[config.mk]
export PLATFORM = sky130hd
export DESIGN_NAME = kl8_tty_flat
export DESIGN_NICKNAME = d
export VERILOG_FILES = /design/src/rtl/kl8_pkg.sv /design/src/rtl/kl8_tty_if.sv /design/src/rtl/kl8_tx_shifter.sv /design/src/rtl/kl8_tty.sv /design/src/flat_wrapper.sv
export SDC_FILE = /design/constraint.sdc
export NUM_CORES = 1
export LEC_CHECK = 0
export CAP_MARGIN = 20
export CORE_MARGIN = 2
export CORE_UTILIZATION = 62
export DETAILED_ROUTE_END_ITERATION = 7
export GPL_ROUTABILITY_DRIVEN = 0
export PLACE_DENSITY = 0.85
export SLEW_MARGIN = 10
export SYNTH_ARGS = -nofsm -noshare
export SYNTH_HDL_FRONTEND = slang
export SYNTH_SLANG_ARGS = --single-unit
[constraint.sdc]
create_clock -name clk -period 4.4 [get_ports clk]
set_input_delay 0.88 -clock clk [delete_from_list [all_inputs] [get_ports clk]]
set_output_delay 0.88 -clock clk [all_outputs]
set_load 0.01 [all_outputs]
[src/rtl/kl8_pkg.sv]
// Shared constants and types for the KL8 console teletype controller:
// IOP bit masks, the serial FSM state encoding and the bit-period helper.
package kl8_pkg;

  localparam logic [2:0] IOP1 = 3'b001;
  localparam logic [2:0] IOP2 = 3'b010;
  localparam logic [2:0] IOP4 = 3'b100;

  typedef enum logic [1:0] {
    SER_IDLE  = 2'd0,
    SER_START = 2'd1,
    SER_DATA  = 2'd2,
    SER_STOP  = 2'd3
  } ser_state_e;

  // Clock cycles per serial bit (integer floor).
  function automatic int unsigned bit_div(input int unsigned clk_freq,
                                          input int unsigned baud_rate);
    return clk_freq / baud_rate;
  endfunction

endpackage

[src/rtl/kl8_tty_if.sv]
// CPU-side IOT bus of the KL8 teletype controller: request fields from the CPU,
// registered response and interrupt request back to it.
interface kl8_tty_if;
  logic       iot_valid;
  logic [5:0] iot_dev;
  logic [2:0] iot_op;
  logic [7:0] ac_in;
  logic       iot_done;
  logic       skip;
  logic       ac_clear;
  logic [7:0] ac_or;
  logic       int_req;

  modport master (
    output iot_valid, iot_dev, iot_op, ac_in,
    input  iot_done, skip, ac_clear, ac_or, int_req
  );

  modport slave (
    input  iot_valid, iot_dev, iot_op, ac_in,
    output iot_done, skip, ac_clear, ac_or, int_req
  );
endinterface

[src/rtl/kl8_tx_shifter.sv]
// 8N1 serial transmitter for the printer side, with a one-deep pending byte.
// state     | meaning
// SER_IDLE  | line high, waiting for a load
// SER_START | driving the start bit
// SER_DATA  | shifting out 8 data bits, LSB first
// SER_STOP  | driving the stop bit; done pulses on its last cycle
module kl8_tx_shifter
  import kl8_pkg::*;
#(
  parameter int unsigned DIV = 434
) (
  input  logic       clk,
  input  logic       rst,
  input  logic       load,
  input  logic [7:0] load_data,
  output logic       tx_data,
  output logic       done
);

  localparam int CNT_W = $clog2(DIV);

  ser_state_e       state;
  logic [CNT_W-1:0] cnt;
  logic [7:0]       shift;
  logic [2:0]       idx;
  logic             pend_valid;
  logic [7:0]       pend_data;
  logic             tick;

  assign tick = (cnt == '0);
  assign done = (state == SER_STOP) && tick;

  always_ff @(posedge clk or negedge rst) begin
    if (!rst) begin
      state      <= SER_IDLE;
      cnt        <= '0;
      shift      <= 8'h00;
      idx        <= 3'd0;
      pend_valid <= 1'b0;
      pend_data  <= 8'h00;
      tx_data    <= 1'b1;
    end else begin
      // A load while busy always lands in pending; the STOP branch below may
      // consume it in the same cycle.
      if (load && (state != SER_IDLE)) begin
        pend_valid <= 1'b1;
        pend_data  <= load_data;
      end
      case (state)
        SER_IDLE: begin
          tx_data <= 1'b1;
          if (load) begin
            shift   <= load_data;
            cnt     <= CNT_W'(DIV - 1);
            state   <= SER_START;
            tx_data <= 1'b0;
          end
        end
        SER_START: begin
          if (tick) begin
            cnt     <= CNT_W'(DIV - 1);
            idx     <= 3'd0;
            state   <= SER_DATA;
            tx_data <= shift[0];
          end else begin
            cnt <= cnt - CNT_W'(1);
          end
        end
        SER_DATA: begin
          if (tick) begin
            cnt   <= CNT_W'(DIV - 1);
            shift <= {1'b0, shift[7:1]};
            if (idx == 3'd7) begin
              state   <= SER_STOP;
              tx_data <= 1'b1;
            end else begin
              idx     <= idx + 3'd1;
              tx_data <= shift[1];
            end
          end else begin
            cnt <= cnt - CNT_W'(1);
          end
        end
        SER_STOP: begin
          if (tick) begin
            if (pend_valid) begin
              shift   <= pend_data;
              cnt     <= CNT_W'(DIV - 1);
              state   <= SER_START;
              tx_data <= 1'b0;
              if (!load) pend_valid <= 1'b0;
            end else if (load) begin
              shift      <= load_data;
              cnt        <= CNT_W'(DIV - 1);
              state      <= SER_START;
              tx_data    <= 1'b0;
              pend_valid <= 1'b0;
            end else begin
              state <= SER_IDLE;
            end
          end else begin
            cnt <= cnt - CNT_W'(1);
          end
        end
        default: state <= SER_IDLE;
      endcase
    end
  end

endmodule

[src/rtl/kl8_tty.sv]
// KL8-style console teletype: keyboard receiver and printer transmitter behind
// PDP-8 IOT decode. Define KL8_RX_FIFO_EN for a 4-entry keyboard FIFO.
// state     | meaning (receive FSM)
// SER_IDLE  | waiting for a falling edge on the synchronised line
// SER_START | half-bit wait, then start-bit re-check
// SER_DATA  | sampling 8 data bits, LSB first
// SER_STOP  | sampling the stop bit; deliver or flag a framing error
module kl8_tty
  import kl8_pkg::*;
#(
  parameter int unsigned CLK_FREQ  = 100_000_000,
  parameter int unsigned BAUD_RATE = 230_400,
  parameter logic [5:0]  KBD_DEV   = 6'o03,
  parameter logic [5:0]  PRT_DEV   = 6'o04
) (
  input  logic       clk,
  input  logic       rst,
  kl8_tty_if.slave   bus,
  input  logic       rx_data,
  output logic       tx_data,
  output logic       rx_frame_err
);

  localparam int unsigned DIV   = bit_div(CLK_FREQ, BAUD_RATE);
  localparam int unsigned HALF  = DIV / 2;
  localparam int          CNT_W = $clog2(DIV);

  logic             rx_s1, rx_s2, rx_prev;
  ser_state_e       rx_state;
  logic [CNT_W-1:0] rx_cnt;
  logic [2:0]       rx_idx;
  logic [7:0]       rx_shift;
  logic             rx_tick, rx_ok, rx_bad;

  logic kbd_hit, prt_hit;
  logic ksf, kcc, krs, tsf, tcf, tpc;
  logic kbd_flag, prt_flag, rx_err_set, tx_done;
  logic [7:0] kbd_head;

  always_ff @(posedge clk or negedge rst) begin
    if (!rst) begin
      rx_s1   <= 1'b1;
      rx_s2   <= 1'b1;
      rx_prev <= 1'b1;
    end else begin
      rx_s1   <= rx_data;
      rx_s2   <= rx_s1;
      rx_prev <= rx_s2;
    end
  end

  assign rx_tick = (rx_cnt == '0);
  assign rx_ok   = (rx_state == SER_STOP) && rx_tick && rx_s2;
  assign rx_bad  = (rx_state == SER_STOP) && rx_tick && !rx_s2;

  always_ff @(posedge clk or negedge rst) begin
    if (!rst) begin
      rx_state <= SER_IDLE;
      rx_cnt   <= '0;
      rx_idx   <= 3'd0;
      rx_shift <= 8'h00;
    end else begin
      case (rx_state)
        SER_IDLE: begin
          if (rx_prev && !rx_s2) begin
            rx_cnt   <= CNT_W'(HALF - 1);
            rx_state <= SER_START;
          end
        end
        SER_START: begin
          if (rx_tick) begin
            if (rx_s2) begin
              rx_state <= SER_IDLE;
            end else begin
              rx_cnt   <= CNT_W'(DIV - 1);
              rx_idx   <= 3'd0;
              rx_state <= SER_DATA;
            end
          end else begin
            rx_cnt <= rx_cnt - CNT_W'(1);
          end
        end
        SER_DATA: begin
          if (rx_tick) begin
            rx_shift <= {rx_s2, rx_shift[7:1]};
            rx_cnt   <= CNT_W'(DIV - 1);
            if (rx_idx == 3'd7) rx_state <= SER_STOP;
            else                rx_idx   <= rx_idx + 3'd1;
          end else begin
            rx_cnt <= rx_cnt - CNT_W'(1);
          end
        end
        SER_STOP: begin
          if (rx_tick) rx_state <= SER_IDLE;
          else         rx_cnt   <= rx_cnt - CNT_W'(1);
        end
        default: rx_state <= SER_IDLE;
      endcase
    end
  end

  assign kbd_hit = bus.iot_valid && (bus.iot_dev == KBD_DEV);
  assign prt_hit = bus.iot_valid && (bus.iot_dev == PRT_DEV);
  assign ksf = kbd_hit && |(bus.iot_op & IOP1);
  assign kcc = kbd_hit && |(bus.iot_op & IOP2);
  assign krs = kbd_hit && |(bus.iot_op & IOP4);
  assign tsf = prt_hit && |(bus.iot_op & IOP1);
  assign tcf = prt_hit && |(bus.iot_op & IOP2);
  assign tpc = prt_hit && |(bus.iot_op & IOP4);

`ifdef KL8_RX_FIFO_EN
  logic [7:0] fifo_mem [4];
  logic [1:0] rd_ptr, wr_ptr;
  logic [2:0] fifo_cnt;
  logic       fifo_full, push, pop;

  assign fifo_full = (fifo_cnt == 3'd4);
  assign push      = rx_ok && !fifo_full;
  assign pop       = kcc && (fifo_cnt != 3'd0);

  always_ff @(posedge clk or negedge rst) begin
    if (!rst) begin
      for (int i = 0; i < 4; i++) fifo_mem[i] <= 8'h00;
      rd_ptr   <= 2'd0;
      wr_ptr   <= 2'd0;
      fifo_cnt <= 3'd0;
    end else begin
      if (push) begin
        fifo_mem[wr_ptr] <= rx_shift;
        wr_ptr           <= wr_ptr + 2'd1;
      end
      if (pop) rd_ptr <= rd_ptr + 2'd1;
      case ({push, pop})
        2'b10:   fifo_cnt <= fifo_cnt + 3'd1;
        2'b01:   fifo_cnt <= fifo_cnt - 3'd1;
        default: fifo_cnt <= fifo_cnt;
      endcase
    end
  end

  assign kbd_flag   = (fifo_cnt != 3'd0);
  assign kbd_head   = fifo_mem[rd_ptr];
  assign rx_err_set = rx_bad || (rx_ok && fifo_full);
`else
  logic [7:0] kbd_buf;
  logic       kbd_flag_q;

  // Overrun is silent: a new byte replaces an unread one.
  always_ff @(posedge clk or negedge rst) begin
    if (!rst) begin
      kbd_buf    <= 8'h00;
      kbd_flag_q <= 1'b0;
    end else begin
      if (rx_ok) kbd_buf <= rx_shift;
      if (rx_ok)    kbd_flag_q <= 1'b1;
      else if (kcc) kbd_flag_q <= 1'b0;
    end
  end

  assign kbd_flag   = kbd_flag_q;
  assign kbd_head   = kbd_buf;
  assign rx_err_set = rx_bad;
`endif

  kl8_tx_shifter #(
    .DIV (DIV)
  ) u_tx (
    .clk       (clk),
    .rst       (rst),
    .load      (tpc),
    .load_data (bus.ac_in),
    .tx_data   (tx_data),
    .done      (tx_done)
  );

  // Flag sets take priority over same-cycle IOT clears.
  always_ff @(posedge clk or negedge rst) begin
    if (!rst) begin
      prt_flag     <= 1'b0;
      rx_frame_err <= 1'b0;
      bus.iot_done <= 1'b0;
      bus.skip     <= 1'b0;
      bus.ac_clear <= 1'b0;
      bus.ac_or    <= 8'h00;
    end else begin
      if (tx_done)  prt_flag <= 1'b1;
      else if (tcf) prt_flag <= 1'b0;
      if (rx_err_set) rx_frame_err <= 1'b1;
      else if (kcc)   rx_frame_err <= 1'b0;
      bus.iot_done <= kbd_hit || prt_hit;
      bus.skip     <= (ksf && kbd_flag) || (tsf && prt_flag);
      bus.ac_clear <= kcc;
      bus.ac_or    <= krs ? kbd_head : 8'h00;
    end
  end

  assign bus.int_req = kbd_flag | prt_flag;

endmodule

[src/flat_wrapper.sv]
// flat-port wrapper written by rule: the top's interface ports become plain ports
module kl8_tty_flat import kl8_pkg::*;
#(
  parameter int unsigned CLK_FREQ  = 100_000_000,
  parameter int unsigned BAUD_RATE = 230_400,
  parameter logic [5:0]  KBD_DEV   = 6'o03,
  parameter logic [5:0]  PRT_DEV   = 6'o04
)
  (clk, rst, rx_data, tx_data, rx_frame_err, bus_iot_valid, bus_iot_dev, bus_iot_op, bus_ac_in, bus_iot_done, bus_skip, bus_ac_clear, bus_ac_or, bus_int_req);
  kl8_tty_if bus_i ();
  input  logic clk;
  input  logic rst;
  input  logic rx_data;
  output logic tx_data;
  output logic rx_frame_err;
  input wire logic [$bits(bus_i.iot_valid)-1:0] bus_iot_valid;
  input wire logic [$bits(bus_i.iot_dev)-1:0] bus_iot_dev;
  input wire logic [$bits(bus_i.iot_op)-1:0] bus_iot_op;
  input wire logic [$bits(bus_i.ac_in)-1:0] bus_ac_in;
  output wire logic [$bits(bus_i.iot_done)-1:0] bus_iot_done;
  output wire logic [$bits(bus_i.skip)-1:0] bus_skip;
  output wire logic [$bits(bus_i.ac_clear)-1:0] bus_ac_clear;
  output wire logic [$bits(bus_i.ac_or)-1:0] bus_ac_or;
  output wire logic [$bits(bus_i.int_req)-1:0] bus_int_req;
  assign bus_i.iot_valid = bus_iot_valid;
  assign bus_i.iot_dev = bus_iot_dev;
  assign bus_i.iot_op = bus_iot_op;
  assign bus_i.ac_in = bus_ac_in;
  assign bus_iot_done = bus_i.iot_done;
  assign bus_skip = bus_i.skip;
  assign bus_ac_clear = bus_i.ac_clear;
  assign bus_ac_or = bus_i.ac_or;
  assign bus_int_req = bus_i.int_req;
  kl8_tty #(.CLK_FREQ(CLK_FREQ), .BAUD_RATE(BAUD_RATE), .KBD_DEV(KBD_DEV), .PRT_DEV(PRT_DEV)) u_core (.clk(clk), .rst(rst), .bus(bus_i), .rx_data(rx_data), .tx_data(tx_data), .rx_frame_err(rx_frame_err));
endmodule
# == Yosys cells after proc, flatten, opt, wreduce, memory -nomap -nowiden ==
# Index checks and enable logic that the tools add are counted.
# W data, S select, Z words.
# classes
add_sub_neg,4
n_eq_ne,26
mux,60
bitwise,1
reduce_logical,39
# op_table
op,count
$mux W9,9
$mux W8,5
$pmux W9 S4,1
$pmux W9 S3,1
$pmux W8 S3,1
$mux W2,11
$mux W3,7
$mux W1,20
$logic_not A9 Y1,2
$ne A2 B2 Y1 const B,9
$sub A9 B1 Y9 const B,2
$logic_and A1 B1 Y1,16
$pmux W2 S4,2
$reduce_and A5 Y1,3
$pmux W3 S2,2
$reduce_bool A2 Y1,6
$ne A2 B1 Y1 const B,5
$eq A2 B2 Y1 const B,4
$reduce_and A4 Y1,2
$add A3 B1 Y3 const B,2
$eq A3 B3 Y1 const B,2
$eq A6 B2 Y1 const B,1
$eq A6 B3 Y1 const B,1
$ne A3 B3 Y1 const B,2
10 further kinds,14
# word_totals
ff_bits,79
in_bits,21
out_inout_bits,14

# == Logic depth before layout (Yosys ltp) ==
# Gate-level depths: netlist (run 1).
# logic_depth
word_depth,9
depth_mapped,8
ltp_nobuf,6

# == By module ==
# A second synthesis (run 1) with hierarchy kept.
# hier_totals
cells_unflattened,371
area_unflattened_um2,4095.2
# by_module_without_submodules
mod,n_inst,cells_each,area_per_inst_um2
kl8_tty,1,197,2265.9
kl8_tx_shifter,1,174,1829.3

# == Worst setup path before layout (run 1) ==
# No wires, ideal clock.
# synth_timing
path_kind,input to register
start,input port bus_iot_dev[3]
end,register u_core.u_tx.shift[3]
setup_time_ns,0.083
arrival_time_ns,2.454
required_time_ns,4.317
slack_ns,1.863
stages,6
n_path_buf,2
path_cell_list,or4b_1 -> clkbuf_1 -> nor3_2 -> buf_2 -> a31oi_1 -> o2bb2ai_1
# synth_via
elab_chain_cells,7
# synth_lines
element,line_no,text
start: declaration,flat_wrapper.sv:17,input wire logic [$bits(bus_i.iot_dev)-1:0] bus_iot_dev;
$eq A6 B3 Y1 (*),kl8_tty.sv:103,assign prt_hit = bus.iot_valid && (bus.iot_dev == PRT_DEV);
$logic_and A1 B1 Y1 (*),kl8_tty.sv:103,
$logic_and A1 B1 Y1 (*),kl8_tty.sv:109,assign tpc = prt_hit && |(bus.iot_op & IOP4);
$mux W8 (*),-,
$mux W8 (2 in a row),-,
$pmux W8 S3 (*),-,
end signal: assignment,kl8_tx_shifter.sv:53,shift <= load_data;
end signal: assignment,kl8_tx_shifter.sv:72,"shift <= {1'b0, shift[7:1]};"
end signal: assignment,kl8_tx_shifter.sv:87,shift <= pend_data;
end: declaration,kl8_tx_shifter.sv:24,logic [7:0] shift;
# Mark *: on every way between the ends. The rest lies on a longest branch, timed or not. The select of a mux whose other input is x is not followed.
# A chain may end at the register's enable or synchronous reset.

# == Worst setup path in the final report (run 1) ==
# layout_timing
start,input port bus_iot_dev[3]
end,register u_core.bus.ac_or[1]
# layout_via
elab_chain_cells,4
# layout_lines
element,line_no,text
$eq A6 B2 Y1,kl8_tty.sv:102,assign kbd_hit = bus.iot_valid && (bus.iot_dev == KBD_DEV);
$logic_and A1 B1 Y1,kl8_tty.sv:102,
$logic_and A1 B1 Y1,kl8_tty.sv:106,assign krs = kbd_hit && |(bus.iot_op & IOP4);
$mux W8,kl8_tty.sv:193,bus.ac_or <= krs ? kbd_head : 8'h00;
end signal: assignment,kl8_tty.sv:193,
end: declaration,kl8_tty_if.sv:21,"output iot_done, skip, ac_clear, ac_or, int_req"
# No other way between the ends.

==> results of run 1 <==
==> metrics by stage <==
step | instances | instance area, um2 | util, %
global placement | 464 | 4450 | 70.0
detailed placement | 464 | 4450 | 70.0
CTS | 480 | 4680 | 73.7
finish | 480 | 4680 | 73.7
floorplan | 367 | 4070 | -
global route | 480 | 4680 | 73.7
==> power breakdown <==
part	switching [mW]	leakage (nW)	internal (mW)	total [mW]
combinational	0.752	0.947	0.555	1.31
sequential	0.159	1.05	0.879	1.04
clock	0.297	0.117	0.332	0.628
total	1.21	2.12	1.77	2.97
==> flip-flops by register name (all words and copies together) (netlist names), 3 cells and up, named ones only <==
signal,count
u_core.u_tx.pend_data,8
u_core.rx_cnt,9
u_core.u_tx.idx,3
u_core.kbd_buf,8
u_core.u_tx.cnt,9
u_core.rx_idx,3
u_core.rx_shift,8
u_core.bus.ac_or,8
u_core.u_tx.shift,8
==> routing by layer <==
metal	part of all wire (%)	GRT usage [%]	vias to the layer above
met3	5.0	6.23	23
met4	2.5	9.52	0
met2	49	42.3	87
met5	0	0	-
li1	-	-	1449
met1	44	33.2	1545
==> cell type report <==
cell class,instances,area (um2),area share [%]
Clock buffer,9,124,2.65
Tap cell,77,96.3,2.06
Inverter,23,86.3,1.85
Clock inverter,7,106,2.27
Sequential cell,79,1980,42.4
Timing Repair Buffer,36,353,7.54
Multi-Input combinational cell,249,1930,41.3
==> worst reg2reg max path, cell delays in order (launching register included) <==
cell       delay (ns)
dfrtp_1          0.46
inv_1            0.09
ha_1             0.23
nor4b_1          0.71
a31oi_1          0.47
a21o_1           0.39
o2bb2ai_1        0.18
==> cell usage after synthesis (all sizes together), types with 2 or more instances <==
master and n:
nor3 11, buf 2, o31ai 7, a32o 2, a22o 18, nand2b 2, nand3 4, ha 14
nor2 20, or3 5, inv 23, o41ai 4, nor2b 2, xnor2 3, mux2i 5, o22ai 3
a21o 4, or2 3, a2bb2oi 4, dfstp 4, a22oi 4, o21ai 9, o32ai 2, a31oi 9
nand2 11, o2bb2ai 14, mux2 27, nor4 8, a211oi 2, o211ai 2, and3 2, a41oi 2
and2 9, or3b 3, a21oi 13, nor4b 2, dfrtp 75, nor3b 4, clkbuf 14
==> worst max path at each step <==
stage	start	end	slack, ns	cells past startpoint
floorplan	bus_iot_dev[3]	u_core.u_tx.shift[3]	1.86	6
global placement	bus_iot_dev[3]	u_core.u_tx.pend_data[5]	1.30	4
detailed placement	bus_iot_dev[5]	u_core.bus.ac_or[1]	1.20	4
CTS	bus_iot_dev[5]	u_core.bus.ac_or[1]	1.58	4
global route	bus_iot_dev[5]	u_core.bus.ac_or[1]	1.48	4
finish	bus_iot_dev[3]	u_core.bus.ac_or[1]	1.61	4
==> logic make-up (layout without fill, tap and decap cells) <==
kind of cell             Yosys count  after routing  share of synthesized area [%]
XOR/XNOR                           3              3                          0.646
multiplexers                      32             32                           8.71
AO/OA/AOI/OAI                    109            109                           20.2
AND/OR/NAND/NOR                   91             91                           13.5
buffers and inverters             39             75                           3.82
flip-flops                        79             79                           48.7
adder cells (fa/ha/maj)           14             14                           4.31
==> run summary, run 1 <==
Status - finished, final reports clean
WL final - 8710 um
#FFs+latches synth - 79
FILL cells - 436
Clk_lat worst skew - 0.36 ns
Area Growth Syn to Fin - 15.0%
Total power - 2.97 mW
TritonRoute pass-1 iters - 5
Pre-CTS worst setup slack - 1.20 ns
Cell count of the worst hold path - 0
Post-synth cell types - 62
Initial drt markers - 292
Initial Util - 64.0%
Hold crit path type - reg -> reg
Buf/Inv on CP - 1
Fin nets - 433
Crit path max-delay cell type - nor4_1
Global-route wire length before repair - 14,800 um
Cell Rows - 29
H-tree Lvls - 3
FF-to-FF End - u_core.u_tx.shift[1]
Crit share post-route - 63.5%
Detailed Place HPWL - 5990 um
Initial antenna violation count - 0
Main synth FF type - dfrtp_1
R2R depth - 6
IO buf count - 34
Layout cell share with drive strength beyond 1 - 15.9%
Total CTS buffers - 9
Commonest non-fill, non-tap cell in the layout - dfrtp_1
Vias per cell - 6.47
Crit-path leading delay family - simple AND/OR/NAND/NOR gates
Asr flop ratio synth - 100%
Max VDD drop - 0.469 mV
Setup TNS - 0 ns
Total number of vias - 3,104
Die H - 85.0 um
Sink Count - 79
Remaining routing DRC violations - 0
Maximum single-stage delay on the critical path - 0.84 ns
Hold path start - u_core.rx_s1
Max cap viols - 0
R2r startpoint - u_core.u_tx.cnt[0]
Clock slew at reported path FFs - 0.09 ns
Number of global-route vias before repair - 3,053
CTS tree - yes
Syn nets - 402
CTS max path bufs - 2
Antenna cells - 0
Worst hold margin - 0.359 ns
Minimum clock period - 2.79 ns
Post-synth top area share - 46.2%
Syn avg cell area - 11.1 um2
Max-slew violations - 0
YS warnings - 0
CORE AREA - 6350 um2
Startpoint Class - input pin
Element type at the critical path end - flop
Leakage - 2.12 nW
Die area - 7220 um2
Post-Syn Instances - 367
Post-CTS Hold Fix Bufs - 0
Number of synthesized flops with an enable pin - 0
Mapped Area - 4070 um2
Highest clock rate - 0.358 GHz
Final ANT Viol Nets - 0
RSZ-0062 raised after global routing - no
Worst Max-Slew Pin Slew - 0.956 ns
Resized cells post-CTS - 0
Slew HR - 35.7%
Chip Width - 85.0 um
Crit-path max FO - 8
Required time of the worst setup path - 4.70 ns
Final Hold Viols - 0
Post-synth top area cell - dfrtp_1
Worst R2R Setup Slack - 1.73 ns
IO Count - 35
Worst EP arrival - 3.09 ns
Remaining Overflow, GRT - 0
Area contributors post-synth - dfrtp_1, mux2_2, ha_1
WS Path Type - in -> reg
Gr usage total - 25.7%
Worst-path cell chain - clkdlybuf4s50_1 > or4b_1 > nor4_1 > and2_1
Pwr dens - 636 nW/um2
Commonest cells after routing, fill and taps aside - dfrtp_1, clkdlybuf4s50_1, mux2_2, inv_1, nor2_1
Fin worst setup slack - 1.61 ns
Largest net degree at the start of global routing - 80
Post CTS Setup Buffer Count - 0
Clk_skew - 0.00868 ns
Hold Crit Endpoint - u_core.rx_s2
Root Driver - clkbuf_8
DR WL/cell - 18.1 um
Post-synthesis sequential area ratio - 48.7%
Setup violations, final - 0
(Power assumes the default switching activity.)
==> run 2: changes to the inputs <==
--- a/config.mk
+++ b/config.mk
@@ -7,10 +7,10 @@
 export LEC_CHECK = 0
 export CAP_MARGIN = 20
 export CORE_MARGIN = 2
-export CORE_UTILIZATION = 62
+export CORE_UTILIZATION = 52
 export DETAILED_ROUTE_END_ITERATION = 7
 export GPL_ROUTABILITY_DRIVEN = 0
-export PLACE_DENSITY = 0.85
+export PLACE_DENSITY = 0.76
 export SLEW_MARGIN = 10
 export SYNTH_ARGS = -nofsm -noshare
 export SYNTH_HDL_FRONTEND = slang
==> constraint.sdc (replaced) <==
create_clock -name clk -period 2.25 [get_ports clk]
set_input_delay 0.45 -clock clk [delete_from_list [all_inputs] [get_ports clk]]
set_output_delay 0.45 -clock clk [all_outputs]
set_load 0.01 [all_outputs]
==> run 2 against run 1 <==
  * Cell count grew 12%
  * Hold slack improved by 0.0060 ns
  * Total power grew 100%
  * Register-to-register slack got worse by 1.7 ns
  * Combinational power is 130% higher
  * Critical path depth up 1
  * Non-clock buffer count up 32
  * Wire length is 5.0% higher
  * Cell area rose by 7.1%
  * Highest routed layer unchanged
  * Core utilization down 8.1 points
  * Sequential power is 91% higher
  * Die area increased by 18%
==> run summary, run 2 (synthesis results as in run 1) <==
Status - finished, final reports clean
Commonest cells after routing, fill and taps aside - dfrtp_1, clkdlybuf4s50_1, buf_4, mux2_2, inv_1
Max-slew violations - 0
Fin worst setup slack - 0.0731 ns
Startpoint Class - flop
Number of global-route vias before repair - 3,321
Antenna cells - 0
Placed Cells incl. Taps - 519
Fin util - 65.5%
CTS tree - yes
Global-route wire length before repair - 15,600 um
Final non-filler cell total - 537
Minimum clock period - 2.18 ns
Worst EP arrival - 2.43 ns
Root Driver - clkbuf_8
CTS max path bufs - 2
TritonRoute pass-1 iters - 4
Crit-path max FO - 9
Met1 usage in global routing - 29.0%
Leakage - 2.28 nW
WL final - 9150 um
IO Count - 35
Element type at the critical path end - flop
Reg area - 1980 um2
Remaining Overflow, GRT - 0
Remaining routing DRC violations - 0
Slew HR - 56.8%
Fin nets - 465
Initial antenna violation count - 0
Clk_lat worst skew - 0.37 ns
Pwr dens - 1220 nW/um2
Max cap viols - 0
Setup violations, final - 0
Required time of the worst setup path - 2.50 ns
Commonest non-fill, non-tap cell in the layout - dfrtp_1
Final Hold Viols - 0
Area Growth Syn to Fin - 23.2%
Vias per cell - 5.93
Sink Count - 79
H-tree Lvls - 3
Total CTS buffers - 9
Die H - 92.4 um
Regs by FF count - u_core.rx_cnt (9), u_core.u_tx.cnt (9)
Max VDD drop - 0.960 mV
Highest clock rate - 0.459 GHz
Clock slew at reported path FFs - 0.08 ns
IO buf count - 34
Largest net degree at the start of global routing - 44
Initial Util - 53.2%
CORE AREA - 7650 um2
Initial drt markers - 111
Final ANT Viol Nets - 0
M2 GR Usage - 38.4%
RSZ-0062 raised after global routing - no
Detailed Place HPWL - 6340 um
Total number of vias - 3,186
Global route hottest layer - met2
Gr usage total - 22.9%
Worst Max-Slew Pin Slew - 0.642 ns
Met3 Usage GRT - 3.58%
Cell Rows - 32
Layout cell share with drive strength beyond 1 - 23.0%
Pre-CTS worst setup slack - -0.254 ns
Multi-input gate area - 1980 um2
FILL cells - 584
Crit share post-route - 96.8%
Die area - 8540 um2
DR WL/cell - 17.0 um
WS Path Type - reg -> reg
Chip Width - 92.4 um
Hold crit path type - reg -> reg
Clk_skew - 0.0111 ns
[run 2: cell count changes in the layout (fill, tap and decap cells not counted), sizes merged]
| cell | previous run | this run |
|---|---|---|
| buf | 3 | 34 |
| clkinv | 0 | 2 |
| inv | 28 | 26 |
| bufinv | 2 | 1 |
| clkinvlp | 0 | 1 |
| dlygate4sd3 | 0 | 1 |
[run 2: through the flow]
stage	power [mW]	cell area (um2)	TNS, ns	hold WS (ns)
4_1_cts	6.00	4960	0	0.367
3_3_place_gp	4.75	4750	-4.92	0.346
3_5_place_dp	4.87	4750	-5.69	0.353
2_1_floorplan	3.98	4090	-0.238	0.154
6_report	6.09	5010	0	0.365
5_1_grt	6.50	5010	0	0.365
[run 2: critical path, stage by stage, from the launching register on]
cell     delay, ns
dfrtp_1       0.44
or4_4         0.57
or3_4         0.41
nor3_4        0.16
buf_12        0.15
mux2_2        0.33
[run 2: worst paths after layout]
check / depth (start not counted) / slack (ns) / endpoint / from
setup / recovery: 5 / 0.07 / u_core.kbd_buf[7] / u_core.rx_cnt[5]
hold / removal: 0 / 0.37 / u_core.rx_s2 / u_core.rx_s1
setup reg to reg: 5 / 0.07 / u_core.kbd_buf[7] / u_core.rx_cnt[5]
hold reg to reg: 0 / 0.37 / u_core.rx_s2 / u_core.rx_s1
max in group asynchronous: 3 / 1.17 / u_core.rx_prev / rst
min in group asynchronous: 2 / 0.49 / u_core.u_tx.cnt[8] / rst
[run 2: layer usage]
metal	vias to the layer above	wire (um)	share of wire (%)
met1	1582	4150	45
met3	20	265	2.9
met2	74	4480	49
li1	1510	-	-
met5	-	0	0
met4	0	246	2.7
[run 2: layout make-up]
cell class                 count  share of cell area [%]
clock buffer                   9                    2.47
sequential                    79                    39.6
multi-input combinational    249                    39.5
inverter                      23                    1.72
tap                          102                    2.55
timing repair buffer          68                    12.6
clock inverter                 7                    1.60
[run 2: what timing repair did]
item                       4_1_cts  5_1_grt
hold endpoints to repair        18        0
setup endpoints to repair        0       12
hold buffers                     1        0
setup buffers                    0        1
gates resized for setup          0        6
[run 2: power breakdown]
| group | total, mW | switching (mW) | internal, mW |
|---|---|---|---|
| combinational | 2.98 | 1.61 | 1.38 |
| clock | 1.12 | 0.588 | 0.528 |
| sequential | 1.99 | 0.273 | 1.72 |
| total | 6.09 | 2.47 | 3.62 |
